## config.mk

```make
export PLATFORM = sky130hd
export DESIGN_NAME = ahbl_dma_master
export DESIGN_NICKNAME = d
export VERILOG_FILES = /design/src/rtl/ahbl_dma_master.sv
export SDC_FILE = /design/constraint.sdc
export NUM_CORES = 1
export LEC_CHECK = 0
export CORE_AREA = 2 2 142 144
export DETAILED_ROUTE_END_ITERATION = 10
export DIE_AREA = 0 0 144 146
export PLACE_DENSITY = 0.78
export SYNTH_ARGS = -nofsm -noshare
export SYNTH_HDL_FRONTEND = slang
export SYNTH_SLANG_ARGS = --single-unit
```

## constraint.sdc

```tcl
create_clock -name clk -period 4.6 [get_ports clk]
set_clock_uncertainty 0.2 [all_clocks]
set_input_delay 0.92 -clock clk [delete_from_list [all_inputs] [get_ports clk]]
set_output_delay 0.92 -clock clk [all_outputs]
set_load 0.02 [all_outputs]
```

## src/rtl/ahbl_dma_master.sv

```systemverilog
// Single-channel AHB-Lite DMA initiator: copies cmd_len 32-bit words from cmd_src to cmd_dst,
// one non-pipelined read/write pair per word, with sticky error reporting.
module ahbl_dma_master #(
  parameter int ADDR_WIDTH = 32,
  parameter int DATA_WIDTH = 32,
  parameter int LEN_WIDTH  = 16
) (
  input  logic                  clk,
  input  logic                  rst,
  input  logic                  cmd_valid,
  output logic                  cmd_ready,
  input  logic [ADDR_WIDTH-1:0] cmd_src,
  input  logic [ADDR_WIDTH-1:0] cmd_dst,
  input  logic [LEN_WIDTH-1:0]  cmd_len,
  output logic                  busy,
  output logic                  done,
  output logic                  err,
  output logic [ADDR_WIDTH-1:0] err_addr,
  output logic [ADDR_WIDTH-1:0] ahbl_haddr,
  output logic [2:0]            ahbl_hburst,
  output logic                  ahbl_hmastlock,
  output logic [3:0]            ahbl_hprot,
  output logic [2:0]            ahbl_hsize,
  output logic [1:0]            ahbl_htrans,
  output logic [DATA_WIDTH-1:0] ahbl_hwdata,
  output logic                  ahbl_hwrite,
  input  logic [DATA_WIDTH-1:0] ahbl_hrdata,
  input  logic                  ahbl_hready,
  input  logic                  ahbl_hresp
);

  typedef enum logic [2:0] {
    S_IDLE,
    S_RD_ADDR,
    S_RD_DATA,
    S_WR_ADDR,
    S_WR_DATA,
    S_FINISH
  } state_t;

  localparam logic [1:0] HTRANS_IDLE   = 2'b00;
  localparam logic [1:0] HTRANS_NONSEQ = 2'b10;

  state_t                state_q, state_d;
  logic [ADDR_WIDTH-1:0] src_q, src_d;
  logic [ADDR_WIDTH-1:0] dst_q, dst_d;
  logic [LEN_WIDTH-1:0]  len_q, len_d;
  logic [DATA_WIDTH-1:0] buf_q, buf_d;
  logic                  err_q, err_d;
  logic [ADDR_WIDTH-1:0] err_addr_q, err_addr_d;

  always_ff @(posedge clk or posedge rst) begin
    if (rst) begin
      state_q    <= S_IDLE;
      src_q      <= '0;
      dst_q      <= '0;
      len_q      <= '0;
      buf_q      <= '0;
      err_q      <= 1'b0;
      err_addr_q <= '0;
    end else begin
      state_q    <= state_d;
      src_q      <= src_d;
      dst_q      <= dst_d;
      len_q      <= len_d;
      buf_q      <= buf_d;
      err_q      <= err_d;
      err_addr_q <= err_addr_d;
    end
  end

  always_comb begin
    state_d    = state_q;
    src_d      = src_q;
    dst_d      = dst_q;
    len_d      = len_q;
    buf_d      = buf_q;
    err_d      = err_q;
    err_addr_d = err_addr_q;
    case (state_q)
      S_IDLE: begin
        if (cmd_valid) begin
          // Word-align by masking rather than slicing so every command bit is consumed.
          src_d   = cmd_src & ~ADDR_WIDTH'(3);
          dst_d   = cmd_dst & ~ADDR_WIDTH'(3);
          len_d   = cmd_len;
          err_d   = 1'b0;
          state_d = (cmd_len == '0) ? S_FINISH : S_RD_ADDR;
        end
      end
      S_RD_ADDR: begin
        if (ahbl_hready) state_d = S_RD_DATA;
      end
      S_RD_DATA: begin
        if (ahbl_hready) begin
          if (ahbl_hresp) begin
            err_d      = 1'b1;
            err_addr_d = src_q;
            state_d    = S_FINISH;
          end else begin
            buf_d   = ahbl_hrdata;
            state_d = S_WR_ADDR;
          end
        end
      end
      S_WR_ADDR: begin
        if (ahbl_hready) state_d = S_WR_DATA;
      end
      S_WR_DATA: begin
        if (ahbl_hready) begin
          if (ahbl_hresp) begin
            err_d      = 1'b1;
            err_addr_d = dst_q;
            state_d    = S_FINISH;
          end else begin
            len_d   = len_q - LEN_WIDTH'(1);
            src_d   = src_q + ADDR_WIDTH'(4);
            dst_d   = dst_q + ADDR_WIDTH'(4);
            state_d = (len_q == LEN_WIDTH'(1)) ? S_FINISH : S_RD_ADDR;
          end
        end
      end
      S_FINISH: state_d = S_IDLE;
      default:  state_d = S_IDLE;
    endcase
  end

  // Address-phase signals are pure functions of state, so they hold naturally during wait states.
  always_comb begin
    ahbl_haddr  = '0;
    ahbl_htrans = HTRANS_IDLE;
    ahbl_hwrite = 1'b0;
    ahbl_hwdata = '0;
    case (state_q)
      S_RD_ADDR: begin
        ahbl_haddr  = src_q;
        ahbl_htrans = HTRANS_NONSEQ;
      end
      S_RD_DATA: ahbl_haddr = src_q;
      S_WR_ADDR: begin
        ahbl_haddr  = dst_q;
        ahbl_htrans = HTRANS_NONSEQ;
        ahbl_hwrite = 1'b1;
      end
      S_WR_DATA: begin
        ahbl_haddr  = dst_q;
        ahbl_hwdata = buf_q;
      end
      default: ;
    endcase
  end

  assign cmd_ready      = (state_q == S_IDLE);
  assign busy           = (state_q != S_IDLE) && (state_q != S_FINISH);
  assign done           = (state_q == S_FINISH);
  assign err            = err_q;
  assign err_addr       = err_addr_q;
  assign ahbl_hburst    = 3'b000;
  assign ahbl_hmastlock = 1'b0;
  assign ahbl_hprot     = 4'b0011;
  assign ahbl_hsize     = 3'b010;

endmodule

```

==> out/metrics.cfg <==
[pwr]
sw_frac_of_total = 0.435
seqPwrFrac = 0.319
leakagePower_nw = 4.56
power_density_nw_per_um2 = 726
power_switching_mw = 3.53
p_int_mw = 4.59
power.total_mw = 8.12
ir_drop_mv = 0.318
combPwrFrac = 0.514
power_frac_clock = 0.168

[cells_and_area]
fillCellCount = 1657
nets = 1234
layout.cells.non_filler = 1391
final_common_cell = clkdlybuf4s50_1
antenna_cells = 0
final_cell_mix = clkdlybuf4s50_1 (212), dfrtp_1 (143), a21oi_1 (100)
syn2layout_area_growth_pct = 33.4
layout-drive-gt1-share = 0.0879
final_util = 0.578

[die]
dieArea_um2 = 21000
ioPinCount = 231
fp.dieW_um = 144
die_h_um = 146
start_util = 0.434
core-area_um2 = 19300
num_rows = 51

[clocking]
clk_path_buf_depth = 2
post_cts_resized = 0
cts.sinks = 143
cts_setup_buffers = 0
root_buffer = clkbuf_16
cts_hold_buf = 0
numCtsBuffers = 17
cts_tree = built
cts.clk_slew.worst_paths_ns = 0.06
insertion_delay_ns = 0.42
htreeDepth = 4

[sta]
setup_viol = 0
post-route-period-util = 0.944
fin_crit_ns = 4.34
worstMarginPinSlew_ns = 1.05
clock.fmax_mhz = 230
slew_viol_final = 0
rsz0062_at_grt = false
max_slew_margin = 0.297
setup_tns_ns = 0
hold_violations = 0

[routing]
initialDrtViolationCount = 777
routed_wl_um = 25200
final_antenna_net_count = 0
vias_per_cell = 5.84
route.vias.total = 8130
drc = 0
dr.pass1.iters = 5
wl_per_cell_um = 18.1

[hold_path]
hp-class = flip-flop to flip-flop

[worst_setup_path]
cp_max_fo = 17
worstSetupStartpointType = flip-flop
end_kind = primary output
required_ns = 3.48
worst_ep_arrival_time_ns = 3.22
criticalPathCategory = flip-flop to primary output
reg2reg_slack_ns = 1.69

[grt]
grt_pass1_vias = 7827
track_usage = 0.242
grt_first_pass_wirelength_um = 40700
grt_max_degree = 154
grt_overflow = 0
antenna_found_initial = 2

[synth]
seq_area_frac_synth = 0.427
ys_warn_count = 0
ys_ff_latch = 143
ys_async_sr_fraction = 1.00
synth-main-ff-cell = dfrtp_1
syn_avg_cell_area_um2 = 8.81
synthCells = 952
synth-edff-count = 0
synthDistinctLibCells = 67
netlist_area_um2 = 8380

[placement]
place_hpwl_um = 17300
placed_cells = 1359
io_buffers = 212
place_congestion = 0.870

[outcome]
status = finished, final reports clean

[job]
drv_cap = 0

[power groups by stage]
| stage | sequential, mW | clock (mW) | combinational (mW) |
|---|---|---|---|
| 2_1_floorplan | 2.43 | 0 | 2.69 |
| 3_3_place_gp | 2.55 | 0 | 4.10 |
| 3_5_place_dp | 2.59 | 0 | 4.17 |
| 4_1_cts | 2.57 | 1.38 | 4.19 |
| 5_1_grt | 2.68 | 1.44 | 4.55 |
| 6_report | 2.59 | 1.36 | 4.17 |
[layer usage]
layer,vias up,global-route usage,part of all wire
met5,-,0,0.00052
met4,2,0.0892,0.024
met3,51,0.0754,0.096
met2,415,0.380,0.46
met1,3855,0.315,0.42
li1,3807,-,-
[cells by family after synthesis]
kind of cell    count (synthesis)  synth area share
buf+inv                       109            0.0582
other cells                     2          0.000896
compound gates                303             0.227
fa+ha+maj                       4           0.00597
flops                         143             0.427
xor+xnor                        2           0.00209
mux                            56            0.0716
simple gates                  333             0.207
[worst paths after layout]
check,start,to,depth (start not counted)
setup / recovery,state_q[1]$_DFFE_PP0P_,ahbl_haddr[8],5
hold / removal,err_addr[10]$_DFFE_PP0P_,err_addr[10]$_DFFE_PP0P_,1
setup reg to reg,state_q[2]$_DFFE_PP0P_,src_q[21]$_DFFE_PP0P_,7
hold reg to reg,err_addr[10]$_DFFE_PP0P_,err_addr[10]$_DFFE_PP0P_,1
max in group asynchronous,rst,err_addr[9]$_DFFE_PP0P_,3
min in group asynchronous,rst,buf_q[8]$_DFFE_PP0P_,3
[cell usage after synthesis, types with 6 or more instances]
cell       number  area share
a21o_1         10      0.0090
nor3_1         13      0.0078
mux2_2         32       0.043
or3_1           6      0.0045
and3_1         13      0.0097
and2_1         37       0.028
mux2i_1        24       0.029
o22a_1          7      0.0073
or4_1           6      0.0054
nand3_1        34       0.020
a31oi_1         9      0.0067
inv_1          12      0.0054
nand2_1        92       0.041
a2bb2oi_1      16       0.017
buf_4          15       0.013
nor4_1         12      0.0090
a21oi_1       100       0.060
nor2_1         65       0.029
clkbuf_1       61       0.027
o22ai_1        28       0.021
o21ai_0        68       0.041
nand4_1        28       0.021
buf_2          17       0.010
dfrtp_1       143        0.43
a22o_1         31       0.032
[state kept, by name, indices dropped and copies added (netlist names)]
name,count
src_q,30
buf_q,32
err,1
err_addr,31
state_q,3
len_q,16
dst_q,30
[final cells by class]
cell class / count / area (µm²) / share of cell area
clock buffers: 19 / 433 / 0.0387
clock inverters: 13 / 138 / 0.0123
inverters: 12 / 48.8 / 0.00436
multi-input cells: 712 / 4400 / 0.393
flip-flops and latches: 143 / 3580 / 0.320
well taps: 265 / 332 / 0.0296
repair buffers: 227 / 2260 / 0.202
[metrics by stage]
step,setup slack (ns),area [µm²],hold slack [ns]
2_1_floorplan,1.48,8430,0.260
3_3_place_gp,0.723,10600,0.257
3_5_place_dp,0.660,10600,0.265
4_1_cts,0.222,11200,0.278
5_1_grt,0.0579,11200,0.286
6_report,0.258,11200,0.274
[worst max-delay path, stage by stage, from the launching register on]
cell             delay [ns]
dfrtp_1                0.66
inv_1                  0.19
o21ai_2                0.86
buf_4                  0.32
a22o_1                 0.16
clkdlybuf4s50_1        0.60
(Power assumes the default switching activity.)
